[src/rtl/alu4_cmd_seq.sv]
// ---------------------------------------------------------------------------
// alu4_cmd_seq
//   Command sequencer sitting in front of a 4-bit combinational ALU. It takes
//   one command at a time, presents the operands, function select and carry-in
//   to the ALU for exactly one cycle, and registers the ALU result and flags.
//   It then returns them to a consumer. The accumulator is always the ALU A
//   operand, so a series of commands chains (load, add, add-with-carry, ...).
//
// Handshakes (both channels): a transfer happens on a rising clk edge where
//   valid and ready are both high. The producer holds its payload stable from
//   raising valid until that edge. The consumer may hold ready low for as
//   long as it likes.
//
// Ports
//   clk, rst           clock (rising edge), asynchronous active-high reset
//   cmd_valid/ready    command channel; cmd_ready is high only in IDLE
//   cmd_op[2:0]        ALU function select
//   cmd_b[W-1:0]       B operand or load value
//   cmd_load           1: load cmd_b into the accumulator, ignore the ALU
//   cmd_usec           add only: carry-in comes from the stored carry flag
//   alu_a/b/c/cin      to the ALU; they are registered and held outside EXEC
//   alu_result, alu_zero, alu_overflow, alu_carry, alu_size   from the ALU
//   res_valid/ready    result channel
//   res_data[W-1:0]    registered result
//   res_flags[3:0]     {carry, overflow, zero, size}
//   acc[W-1:0]         accumulator (observe)
//   dbg_state[1:0]     FSM state (observe)
// ---------------------------------------------------------------------------
module alu4_cmd_seq #(
    parameter int               WIDTH     = 4,
    parameter logic [WIDTH-1:0] ACC_RESET = '0
) (
    input  logic             clk,
    input  logic             rst,
    input  logic             cmd_valid,
    output logic             cmd_ready,
    input  logic [2:0]       cmd_op,
    input  logic [WIDTH-1:0] cmd_b,
    input  logic             cmd_load,
    input  logic             cmd_usec,
    output logic [WIDTH-1:0] alu_a,
    output logic [WIDTH-1:0] alu_b,
    output logic [2:0]       alu_c,
    output logic             alu_cin,
    input  logic [WIDTH-1:0] alu_result,
    input  logic             alu_zero,
    input  logic             alu_overflow,
    input  logic             alu_carry,
    input  logic             alu_size,
    output logic             res_valid,
    input  logic             res_ready,
    output logic [WIDTH-1:0] res_data,
    output logic [3:0]       res_flags,
    output logic [WIDTH-1:0] acc,
    output logic [1:0]       dbg_state
);

    typedef enum logic [1:0] {
        S_IDLE = 2'd0,
        S_EXEC = 2'd1,
        S_RESP = 2'd2
    } state_t;

    state_t           r_state;
    state_t           w_next_state;

    logic [WIDTH-1:0] r_acc;
    logic             r_carry;
    logic             r_load;
    logic [WIDTH-1:0] r_alu_a;
    logic [WIDTH-1:0] r_alu_b;
    logic [2:0]       r_alu_c;
    logic             r_alu_cin;
    logic [WIDTH-1:0] r_res_data;
    logic [3:0]       r_res_flags;

    logic             w_accept;
    logic             w_cin;
    logic [WIDTH-1:0] w_res_data;
    logic [3:0]       w_res_flags;
    logic             w_acc_we;
    logic [WIDTH-1:0] w_acc_d;
    logic             w_carry_we;
    logic             w_carry_d;

    assign cmd_ready = (r_state == S_IDLE);
    assign res_valid = (r_state == S_RESP);
    assign w_accept  = cmd_valid & cmd_ready;

    assign alu_a     = r_alu_a;
    assign alu_b     = r_alu_b;
    assign alu_c     = r_alu_c;
    assign alu_cin   = r_alu_cin;
    assign res_data  = r_res_data;
    assign res_flags = r_res_flags;
    assign acc       = r_acc;
    assign dbg_state = r_state;

    // Next-state logic
    always_comb begin
        w_next_state = r_state;
        case (r_state)
            S_IDLE:  if (cmd_valid) w_next_state = S_EXEC;
            S_EXEC:  w_next_state = S_RESP;
            S_RESP:  if (res_ready) w_next_state = S_IDLE;
            default: w_next_state = S_IDLE;
        endcase
    end

    // Carry-in is decided when the command is accepted. The stored carry
    // cannot change between acceptance and EXEC, so registering it here
    // gives the same value the ALU would see if it were decided in EXEC.
    // Subtract-style ops (sub, cmp, eq) need cin=1 to finish the two's
    // complement of B inside the ALU.
    always_comb begin
        w_cin = 1'b0;
        case (cmd_op)
            3'b001, 3'b110, 3'b111: w_cin = 1'b1;
            3'b000:                 w_cin = cmd_usec & r_carry;
            default:                w_cin = 1'b0;
        endcase
    end

    // Result, flag and accumulator update applied at the end of EXEC.
    // A load overrides whatever the op field says.
    always_comb begin
        w_res_data  = alu_result;
        w_res_flags = 4'b0000;
        w_acc_we    = 1'b0;
        w_acc_d     = alu_result;
        w_carry_we  = 1'b0;
        w_carry_d   = alu_carry;
        if (r_load) begin
            w_res_data  = r_alu_b;
            w_res_flags = {2'b00, (r_alu_b == '0), 1'b0};
            w_acc_we    = 1'b1;
            w_acc_d     = r_alu_b;
            w_carry_we  = 1'b1;
            w_carry_d   = 1'b0;
        end else begin
            case (r_alu_c)
                3'b000, 3'b001: begin
                    w_res_flags = {alu_carry, alu_overflow, alu_zero, 1'b0};
                    w_acc_we    = 1'b1;
                    w_carry_we  = 1'b1;
                end
                3'b110, 3'b111: begin
                    // Compares report everything but leave acc and carry alone.
                    w_res_flags = {alu_carry, alu_overflow, alu_zero, alu_size};
                end
                default: begin
                    w_res_flags = {2'b00, alu_zero, 1'b0};
                    w_acc_we    = 1'b1;
                end
            endcase
        end
    end

    // State register
    always_ff @(posedge clk or posedge rst) begin
        if (rst) begin
            r_state <= S_IDLE;
        end else begin
            r_state <= w_next_state;
        end
    end

    // Datapath registers
    always_ff @(posedge clk or posedge rst) begin
        if (rst) begin
            r_acc       <= ACC_RESET;
            r_carry     <= 1'b0;
            r_load      <= 1'b0;
            r_alu_a     <= '0;
            r_alu_b     <= '0;
            r_alu_c     <= 3'b000;
            r_alu_cin   <= 1'b0;
            r_res_data  <= '0;
            r_res_flags <= 4'b0000;
        end else begin
            if (w_accept) begin
                r_alu_a   <= r_acc;
                r_alu_b   <= cmd_b;
                r_alu_c   <= cmd_op;
                r_alu_cin <= w_cin;
                r_load    <= cmd_load;
            end
            if (r_state == S_EXEC) begin
                r_res_data  <= w_res_data;
                r_res_flags <= w_res_flags;
                if (w_acc_we) r_acc <= w_acc_d;
                if (w_carry_we) r_carry <= w_carry_d;
            end
        end
    end

endmodule

[config.mk]
export PLATFORM = sky130hd
export DESIGN_NAME = alu4_cmd_seq
export DESIGN_NICKNAME = d
export VERILOG_FILES = /design/src/rtl/alu4_cmd_seq.sv
export SDC_FILE = /design/constraint.sdc
export NUM_CORES = 1
export LEC_CHECK = 0
export BUFFER_PORTS_ARGS = -buffer_cell sky130_fd_sc_hd__buf_2
export CAP_MARGIN = 20
export CORE_ASPECT_RATIO = 1.25
export CORE_UTILIZATION = 47
export CTS_CLUSTER_DIAMETER = 200
export DETAILED_ROUTE_END_ITERATION = 7
export PLACE_DENSITY = 0.83
export SYNTH_ARGS = -nofsm -noshare
export SYNTH_HDL_FRONTEND = slang
export SYNTH_SLANG_ARGS = --single-unit
[constraint.sdc]
create_clock -name clk -period 2 [get_ports clk]
set_clock_uncertainty 0.2 [all_clocks]
set_input_delay 0.4 -clock clk [delete_from_list [all_inputs] [get_ports clk]]
set_output_delay 0.4 -clock clk [all_outputs]
set_load 0.05 [all_outputs]
; Word level (Yosys, flattened, before mapping)
; Cells that the tools add are included.
[totals]
reg_bits = 28
mem_bits_ro = 0
in_bits = 21
latchBits = 0
ramBits = 0
wordCells = 44
memories = 0
out_inout_bits = 28
[op_classes]
reduce_logical = 10
n_bitwise = 2
multipliers = 0
n_div = 0
n_addsub = 0
muxes = 12
shifts = 0
order_cmp = 0
eq_ne = 10
[ops]
columns = operator, count
row1 = "3-bit == test, second input constant", 4
row2 = 4-bit two-way mux, 2
row3 = 4-bit case mux with 2 select lines, 1
row4 = "3-bit by 1-bit == test with 1-bit output, second input constant", 2
row5 = 3-bit logical NOT, 2
row6 = 2-bit case mux with 3 select lines, 1
row7 = 2-bit AND reduction, 3
row8 = 1-bit two-way mux, 5
row9 = 4-bit logical NOT, 1
row10 = 2-bit two-way mux, 2
row11 = 2-bit OR reduction, 2
row12 = 3-bit OR reduction, 1
row13 = 1-bit bitwise AND, 2
row14 = "2-bit by 1-bit == test with 1-bit output, second input constant", 1
row15 = "2-bit == test, second input constant", 1
row16 = 2-bit logical NOT, 1
row17 = "2-bit by 1-bit != test with 1-bit output, second input constant", 1
row18 = "2-bit != test, second input constant", 1
row19 = 1-bit case mux with 2 select lines, 1

; Longest topological paths before layout
[depth]
ltp_word = 5
ltp_mapped = 5
depth_no_buf = 3

; Worst setup path after synthesis
; No wires, ideal clock.
[synth_path]
kind = register -> output
from = register r_state[0] (netlist: dbg_state[0])
to = output port cmd_ready
n_path_buf = 0
stages_incl_launch_ff = 2
arrival_ns = 1.348
required_time_ns = 1.400
path_slack_ns = 0.052
cell_sequence = dfrtp_1 -> nor2_1
[synth_between]
elab_chain_cells = 1
[synth_rtl]
columns = element, line_no
row1 = from (decl), 64  ; state_t r_state;
row2 = from (signal assigned), 164  ; r_state <= w_next_state;
row3 = 2-bit logical NOT, 86  ; assign cmd_ready = (r_state == S_IDLE);
row4 = to (decl), 36  ; output logic cmd_ready,
; No other way between the ends.

; Worst setup path in the final report
[layout_path]
from = register r_state[0] (netlist: dbg_state[0])
to = output port res_valid
[layout_between]
elab_chain_cells = 1
[layout_rtl]
columns = element, line_no
row1 = 2-bit == test, 87  ; assign res_valid = (r_state == S_RESP);
row2 = to (decl), 50  ; output logic res_valid,
; No other way between the ends.

==> results_dict.tcl <==
set metrics [dict create \
    run_status "completed" \
    synth_nets 119 \
    whs_ns 0.04730 \
    cts_sinks 28 \
    tns_ns 0 \
    dp.final_hpwl_mm 1.875 \
    grt_usage 0.1994 \
    dp.cells 178 \
    ys_ff_latch 28 \
    chipHeight_um 58.90 \
    cts-root-buf "clkbuf_4" \
    drc 0 \
    min_period_ns 1.886 \
    clockBufferDepth 2 \
    synth_edf_count 0 \
    syn_avg_cell_area_um2 12.42 \
    routed_wl_mm 2.502 \
    tightest_slew_ns 0.4128 \
    ys.flop_type "dfrtp_1" \
    async_flop_share 1.000 \
    synth_cells 98 \
    die_area_um2 2799 \
    cts_tree "done" \
    final_common_cell "buf_2" \
    crit_type "reg2out" \
    layout.nets 172 \
    firstDrtPassIters 4 \
    timing.slew.headroom 0.7248 \
    ys_seq_area_frac 0.5755 \
    slew_viol_final 0 \
    area_delta_synth_final_pct 27.13 \
    grt_pass1_wl_mm 3.870 \
    rows 20 \
    grt_pass1_vias 849 \
    end_kind "output port" \
    clk_pin_slew_worst_paths_ns 0.14 \
    hold_violations 0 \
    place_area_um2 1485 \
    grt_max_degree 29 \
    antenna_cells 0 \
    die_x_um 47.52 \
    htree_num_levels 1 \
    multiInputGateArea_um2 465.4 \
    design_area_um2 1548 \
    wl_per_cell_um 13.67 \
    regArea_um2 700.7 \
    drive_gt1_frac 0.4600 \
    fin_cells 183 \
    ys_warn_count 0 \
    max_freq_ghz 0.5304 \
    vias_per_cell 4.945 \
    insertion_delay_ns 0.32 \
    drtIter0Drc 13 \
    min_period_over_period 0.9428 \
    numCtsBuffers 3 \
    io_buffers 48 \
    gp_congestion 0.7447 \
    num_io_pins 49 \
    nFillCells 222 \
    cp-start-kind "flip-flop" \
    core_area_um2 2452 \
    start_util 0.4964 \
    grt_overflow 0 \
    synth_cell_type_count 23 \
    crit_fanout 6 \
    crit_required_ns 1.40 \
    antenna_found_initial 0 \
    dr_total_vias 905 \
    final_cell_mix "buf_2, dfrtp_1, nand2_1" \
    reg2reg_slack_ns 0.39 \
    arrival_ns 1.29 \
    min_path_type "in2reg" \
    rsz0062_at_grt "false" \
    antenna_left 0 \
    maxCapViolCount 0 \
    setup_viol 0 \
    synth.cell_area_um2 1217 \
]
-- through the flow --
step,util,setup WS [ns]
2_1_floorplan,-,0.05207
3_3_place_gp,0.6056,0.4338
3_5_place_dp,0.6056,0.4077
4_1_cts,0.6311,0.1014
5_1_grt,0.6311,0.02192
6_report,0.6311,0.1145
-- metal layers --
layer,up-vias,GRT usage,wire [µm]
met5,-,0,0
met4,0,0.09796,23
met3,2,0.02761,75
met2,22,0.3268,1327
met1,436,0.2490,1075
li1,445,-,-
-- synthesized netlist by cell type (2+ instances only) --
cell type,count,share of area
buf_2,2,0.0082
nand2_1,10,0.031
inv_1,2,0.0062
nand2b_1,2,0.010
o21ai_0,8,0.033
mux2_2,5,0.046
a21oi_1,7,0.029
dfrtp_1,28,0.58
mux2_4,7,0.086
mux2i_1,6,0.049
a31oi_1,6,0.031
nor2_1,4,0.012
-- cell type report --
class | count | share of cell area
sequential | 28 | 0.4527
multi-input combinational | 63 | 0.3007
timing repair buffer | 53 | 0.1811
tap | 33 | 0.02668
clock inverter | 1 | 0.01940
clock buffer | 3 | 0.01455
inverter | 2 | 0.004850
-- critical path, stage by stage, from the launching register on --
cell      delay [ns]
dfrtp_1         0.48
nand2b_1        0.18
inv_1           0.05
buf_2           0.25
-- logic make-up after synthesis --
logic type             Yosys count  share of synthesized area
DFF                             28                     0.5755
AOI/OAI and AO/OA               23                     0.1048
and+or+nand+nor                 22                    0.09560
muxes                           18                     0.1819
buffers and inverters            7                    0.04214
-- timing repair --
action | in CTS | in global routing
hold endpoints to repair | 28 | 0
buffers inserted | 0 | 0
resized for setup | 0 | 0
endpoints found under the setup margin | 0 | 0
hold buffers | 1 | 0
-- worst paths after layout --
path,to,depth (start not counted),startpoint
setup / recovery,res_valid,3,dbg_state[0]$_DFFE_PP0P_
hold / removal,dbg_state[1]$_DFFE_PP0P_,2,res_ready
setup reg to reg,alu_a[2]$_DFFE_PP0P_,3,dbg_state[0]$_DFFE_PP0P_
hold reg to reg,res_data[1]$_DFFE_PP0P_,2,res_data[1]$_DFFE_PP0P_
min in group asynchronous,alu_c[1]$_DFFE_PP0P_,4,rst
max in group asynchronous,res_data[0]$_DFFE_PP0P_,4,rst
-- state kept, by name (all words and copies together) (netlist names) --
register / flops
dbg_state: 2
r_carry: 1
alu_b: 4
alu_cin: 1
alu_a: 4
res_flags: 4
acc: 4
res_data: 4
r_load: 1
alu_c: 3
Power is not shown: default switching activity piles up to over one toggle a cycle in this logic, so the estimate is an artifact.
